File: config.mk
export PLATFORM = sky130hd
export DESIGN_NAME = bit_serializer16
export DESIGN_NICKNAME = d
export VERILOG_FILES = /design/src/rtl/bit_serializer_pkg.sv /design/src/rtl/bit_serializer16_mux161.sv /design/src/rtl/bit_serializer16.sv
export SDC_FILE = /design/constraint.sdc
export NUM_CORES = 1
export LEC_CHECK = 0
export ABC_AREA = 1
export BUFFER_PORTS_ARGS = -buffer_cell sky130_fd_sc_hd__buf_4
export CORE_ASPECT_RATIO = 1.5
export CORE_MARGIN = 4
export CORE_UTILIZATION = 53
export CTS_BUF_LIST = sky130_fd_sc_hd__clkbuf_4 sky130_fd_sc_hd__clkbuf_8
export DETAILED_ROUTE_END_ITERATION = 8
export PLACE_DENSITY = 0.8
export SYNTH_ARGS = -nofsm -noshare
export SYNTH_HDL_FRONTEND = slang
export SYNTH_SLANG_ARGS = --single-unit
File: constraint.sdc
create_clock -name clk -period 3.89 [get_ports clk]
set_input_delay 0.9725 -clock clk [delete_from_list [all_inputs] [get_ports clk]]
set_output_delay 0.9725 -clock clk [all_outputs]
set_load 0.02 [all_outputs]
File: src/rtl/bit_serializer_pkg.sv
// Shared types and constants for the 16-bit parallel-to-serial stage.
// Start/final bit indices come from helper functions because bit order is a per-instance parameter.
package bit_serializer_pkg;

    localparam int WORD_W = 16;
    localparam int SEL_W  = 4;

    typedef enum logic {
        IDLE  = 1'b0,
        SHIFT = 1'b1
    } ser_state_e;

    function automatic logic [SEL_W-1:0] sel_first(input bit msb_first);
        return msb_first ? SEL_W'(WORD_W - 1) : '0;
    endfunction

    function automatic logic [SEL_W-1:0] sel_last(input bit msb_first);
        return msb_first ? '0 : SEL_W'(WORD_W - 1);
    endfunction

endpackage

File: src/rtl/bit_serializer16_mux161.sv
// 16:1 bit-select mux: returns word[sel].
module MUX161
    import bit_serializer_pkg::*;
(
    input  logic [WORD_W-1:0] word,
    input  logic [SEL_W-1:0]  sel,
    output logic              dout
);

    always_comb begin
        dout = word[sel];
    end

endmodule

File: src/rtl/bit_serializer16.sv
// Loads a 16-bit word and emits it one bit per accepted beat on a valid/ready stream.
// Optional macro SERIALIZER_PARITY_EN appends an even-parity beat after the data bits.
module bit_serializer16
    import bit_serializer_pkg::*;
#(
    parameter bit MSB_FIRST = 1'b0
) (
    input  logic              clk,
    input  logic              rst_n,
    input  logic              load_valid,
    output logic              load_ready,
    input  logic [WORD_W-1:0] data_in,
    output logic              ser_valid,
    input  logic              ser_ready,
    output logic              ser_out,
    output logic              ser_last,
    output logic [SEL_W-1:0]  sel
);

    localparam logic [SEL_W-1:0] SEL_FIRST = sel_first(MSB_FIRST);
    localparam logic [SEL_W-1:0] SEL_LAST  = sel_last(MSB_FIRST);

    // Handshake: a transfer happens on a rising edge where valid and ready are both high.
    ser_state_e        state_q, state_d;
    logic [WORD_W-1:0] word_q, word_d;
    logic [SEL_W-1:0]  sel_q, sel_d;
    logic              mux_bit;
    logic              beat;
    logic              load;
    logic              at_final_idx;

    MUX161 u_mux (
        .word (word_q),
        .sel  (sel_q),
        .dout (mux_bit)
    );

    assign at_final_idx = (sel_q == SEL_LAST);
    assign sel          = sel_q;
    assign ser_valid    = (state_q == SHIFT);
    assign beat         = ser_valid && ser_ready;
    assign load_ready   = (state_q == IDLE) || (ser_valid && ser_last && ser_ready);
    assign load         = load_valid && load_ready;

`ifdef SERIALIZER_PARITY_EN
    logic parity_phase_q, parity_phase_d;

    assign ser_last = ser_valid && parity_phase_q;
    assign ser_out  = parity_phase_q ? (^word_q) : mux_bit;

    always_ff @(posedge clk or negedge rst_n) begin
        if (!rst_n) begin
            parity_phase_q <= 1'b0;
        end else begin
            parity_phase_q <= parity_phase_d;
        end
    end
`else
    assign ser_last = ser_valid && at_final_idx;
    assign ser_out  = mux_bit;
`endif

    always_comb begin
        state_d = state_q;
        word_d  = word_q;
        sel_d   = sel_q;
`ifdef SERIALIZER_PARITY_EN
        parity_phase_d = parity_phase_q;
`endif
        if (load) begin
            // Covers both the idle load and the gapless reload on the final beat.
            state_d = SHIFT;
            word_d  = data_in;
            sel_d   = SEL_FIRST;
`ifdef SERIALIZER_PARITY_EN
            parity_phase_d = 1'b0;
`endif
        end else if (beat) begin
            if (ser_last) begin
                state_d = IDLE;
                sel_d   = SEL_FIRST;
`ifdef SERIALIZER_PARITY_EN
                parity_phase_d = 1'b0;
`endif
`ifdef SERIALIZER_PARITY_EN
            end else if (at_final_idx) begin
                parity_phase_d = 1'b1;
`endif
            end else begin
                sel_d = MSB_FIRST ? (sel_q - SEL_W'(1)) : (sel_q + SEL_W'(1));
            end
        end
    end

    always_ff @(posedge clk or negedge rst_n) begin
        if (!rst_n) begin
            state_q <= IDLE;
            word_q  <= '0;
            sel_q   <= SEL_FIRST;
        end else begin
            state_q <= state_d;
            word_q  <= word_d;
            sel_q   <= sel_d;
        end
    end

endmodule

# [Word level (Yosys, flattened, before mapping)]
# Index checks and enable logic that the tools add are counted.
[totals] word_cells=24 reg_bits=21 out_inout_bits=8 inputBits=20
[op_classes] magnitude_cmp=1 muxes=8 n_bitwise=1 n_reduce_logical=9 addsub=1 n_eq_ne=1
[ops] op="$mux W4" count=3
[ops] op="$logic_and A1 B1 Y1" count=5
[ops] op="$lt A4 B5 Y1 const B" count=1
[ops] op="$add A4 B1 Y4 const B" count=1
[ops] op="$bmux W1 S4" count=1
[ops] op="$eq A4 B4 Y1 const B" count=1
[ops] op="$mux W1" count=4
[ops] op="$reduce_bool A2 Y1" count=2
[ops] op="$reduce_and A2 Y1" count=1
[ops] op="$logic_or A1 B1 Y1" count=1
[ops] op="$not A1 Y1" count=1

# [Logic depth before layout (Yosys ltp)]
[logic_depth] ltp_word=8 ltp_mapped=7 mapped_depth_nobuf=7

# [Hierarchy]
# From an unflattened synthesis, not the netlist that was laid out.
[unflattened] cells_unflattened=159 area_unflattened_um2=1181.1
[by_module_without_submodules] module="bit_serializer16" cells_each=109 n_inst=1 area_each_um2=950.9
[by_module_without_submodules] module="MUX161" cells_each=50 n_inst=1 area_each_um2=230.2

# [Worst setup path after synthesis]
# OpenSTA, ideal clock, no wires.
[synth_timing] path_type="input -> output" start="in ser_ready" end="out load_ready" arrival_ps=1476 path_stages=3 slack_ps=1441 cell_sequence="inv_1 o21bai_4 buf_4"
[synth_between] elab_chain_len=2
[synth_lines] item="start: declaration" line="bit_serializer16.sv:14" rtl="input logic ser_ready,"
[synth_lines] item="$logic_and A1 B1 Y1" line="bit_serializer16.sv:42" rtl="assign load_ready = (state_q == IDLE) || (ser_valid && ser_last && ser_ready);"
[synth_lines] item="$logic_or A1 B1 Y1" line="bit_serializer16.sv:42"
[synth_lines] item="end: declaration" line="bit_serializer16.sv:11" rtl="output logic load_ready,"
# No other way between the ends.

# [Worst setup path after layout]
[layout_timing] start="reg sel_q[0], in the netlist sel[0]" end="out load_ready"
[layout_between] elab_chain_len=5
[layout_lines] item="start: declaration" line="bit_serializer16.sv:26" rtl="logic [SEL_W-1:0] sel_q, sel_d;"
[layout_lines] item="start signal: assignment" line="bit_serializer16.sv:103" rtl="sel_q <= sel_d;"
[layout_lines] item="$eq A4 B4 Y1" line="bit_serializer16.sv:38" rtl="assign at_final_idx = (sel_q == SEL_LAST);"
[layout_lines] item="$logic_and A1 B1 Y1" line="bit_serializer16.sv:59" rtl="assign ser_last = ser_valid && at_final_idx;"
[layout_lines] item="$logic_and A1 B1 Y1 (2 in series)" line="bit_serializer16.sv:42"
[layout_lines] item="$logic_or A1 B1 Y1" line="bit_serializer16.sv:42"
# No other way between the ends.

==> flow_summary.json <==
{
  "first_global_vias": 1060,
  "via_per_inst": 5.25,
  "worst_pin_slew_ns": 0.519,
  "num_rows": 20,
  "dieArea_um2": 2910,
  "placed_area_um2": 1310,
  "cts_hold_buf": 0,
  "fin_crit_sh_pct": 76.6,
  "regToRegEndpoint": "sel[1]",
  "start_kind": "flop",
  "gr-total-overflow": 0,
  "synth_nets": 172,
  "avgSynthCellArea_um2": 7.36,
  "ant_nets": 0,
  "io_pins": 28,
  "yosysTopAreaCell": "dfrtp_1",
  "place_inst": 195,
  "ys_top_cells_by_area": "dfrtp_1, nand2_1, nand3_1",
  "slew_viol_final": 0,
  "cp_max_fo": 19,
  "required_ns": 2.92,
  "fin_area_um2": 1330,
  "io_buffer_count": 27,
  "clk_latency_ns": 0.30,
  "num-nets-final": 199,
  "ys_seq_elements": 21,
  "hp-class": "reg -> reg",
  "drc": 0,
  "yosysWarningCount": 0,
  "syn-instance-count": 151,
  "wire_per_inst_um": 12.0,
  "postCtsSetupBuffers": 0,
  "setup_viol": 0,
  "initialDrtViolationCount": 22,
  "syn_to_final_growth_pct": 19.9,
  "crit_path_end_kind": "primary output",
  "drive_gt1_share_pct": 19.2,
  "grt_max_degree": 22,
  "status": "completed",
  "min_to": "word_q[12]",
  "die_h_um": 64.1,
  "clock_skew_ns": 0.00962,
  "hp-start": "word_q[12]",
  "critPathKind": "reg -> out",
  "finalCriticalPeriod_ns": 2.98,
  "dieWidth_um": 45.4,
  "fillers": 196,
  "antenna_cells": 0,
  "grt_pass1_wl_um": 4230,
  "arrival_ns": 2.01,
  "r2r_cells": 6,
  "setup_slack_ns": 0.912,
  "core_region_area_um2": 2000,
  "dp_hpwl_um": 1790,
  "r2r_setup_slack_ns": 1.87,
  "final_hold_viol_count": 0,
  "power_mw": 0.801,
  "htreeDepth": 1,
  "routed_wirelength_um": 2390,
  "dp_slack_ns": 1.15,
  "cts-root-buf": "clkbuf_4",
  "ctsResizeCount": 0,
  "synth_cell_type_count": 15,
  "min_path_cells": 2,
  "max-cap-violations": 0,
  "drtPass1Iterations": 4,
  "ys.flop_type": "dfrtp_1",
  "cts_tree": "yes",
  "antenna_found_initial": 0,
  "synth.most_common_cell": "nand2_1",
  "clk_path_buf_depth": 2,
  "ys_async_sr_fraction_pct": 100,
  "yosys.area.top_type_share_pct": 47.3,
  "syn-cell-area_um2": 1110,
  "power_density_nw_per_um2": 601,
  "rsz0062_at_grt": "no",
  "stdcell_count": 199,
  "start_util_pct": 55.5,
  "path_clk_slew_ns": 0.11,
  "ys_top_cells_by_count": "nand2_1, nand3_1, dfrtp_1",
  "gp_congestion": 0.822,
  "vias": 1045,
  "clock_sinks": 21,
  "synth_seq_area_share_pct": 47.3,
  "p_leak_nw": 0.769,
  "synth_edf_count": 0,
  "ir_drop_mv": 0.300,
  "cts_buffers": 3,
  "r2r_start": "sel[0]",
  "fmax_ghz": 0.336,
  "maxSlewHeadroom_pct": 65.1,
  "fin_setup_tns_ns": 0,
  "track_usage_pct": 18.8
}
-- kinds of logic (layout without fill, tap and decap cells) --
group,after synthesis,in the layout,synth area share (%)
flip-flops,21,21,47.3
adder cells (fa/ha/maj),1,1,1.13
buffers and inverters,21,47,8.67
XOR/XNOR,1,1,0.788
AO/OA/AOI/OAI,6,6,3.94
AND/OR/NAND/NOR,101,101,38.2
-- through the flow --
step                util [%]  hold WS (ns)
detailed placement      65.2         0.461
finish                  66.6         0.486
floorplan                  -         0.442
global route            66.6         0.515
global placement        65.2         0.455
CTS                     66.6         0.490
-- critical path, stage by stage (launching register included) --
cell	delay, ns
dfrtp_1	0.64
ha_1	0.29
nand3_2	0.13
o21bai_4	0.42
buf_4	0.23
-- layout by cell type (no fill, tap or decap) --
master | netlist | final
dfrtp_1 | 21 | 21
nand3_2 | 1 | 1
clkinv_2 | 0 | 1
o21bai_4 | 1 | 1
nand2_1 | 64 | 64
nand3_1 | 25 | 25
nand2_4 | 1 | 1
nor2_1 | 10 | 10
inv_1 | 15 | 15
o21ai_0 | 5 | 5
clkbuf_4 | 0 | 3
clkinv_1 | 1 | 1
xor2_1 | 1 | 1
ha_1 | 1 | 1
buf_4 | 2 | 27
-- how the worst max path moves through the flow --
stage                       to  cells past startpoint      start
floorplan           load_ready                      3  ser_ready
global placement    load_ready                      4  ser_ready
detailed placement  load_ready                      4  ser_ready
CTS                 load_ready                      4     sel[0]
finish              load_ready                      4     sel[0]
global route        load_ready                      4     sel[0]
-- per-layer routing --
layer | part of all wire (%) | GRT usage, % | vias up
met3 | 4.8 | 1.69 | 4
met1 | 40 | 21.3 | 497
li1 | - | - | 522
met4 | 1.5 | 7.33 | 0
met5 | 0 | 0 | -
met2 | 54 | 34.1 | 22
-- registers in the layout, indices dropped and copies added (netlist names) --
name,count
word_q,16
sel,4
ser_valid,1
-- power breakdown --
part / internal (mW) / leakage [nW] / switching [mW]
Sequential: 0.298 / 0.265 / 0.0727
Combinational: 0.137 / 0.486 / 0.189
Clock: 0.0383 / 0.0177 / 0.0661
-- layout make-up --
type | instances | area [µm²] | share of cell area [%]
inverter | 16 | 60.1 | 4.51
sequential | 21 | 526 | 39.4
tap | 22 | 27.5 | 2.07
clock inverter | 1 | 5.00 | 0.376
timing repair buffer | 27 | 203 | 15.2
clock buffer | 3 | 22.5 | 1.69
multi-input combinational | 109 | 489 | 36.7
Power figures use the tool's default switching activity.
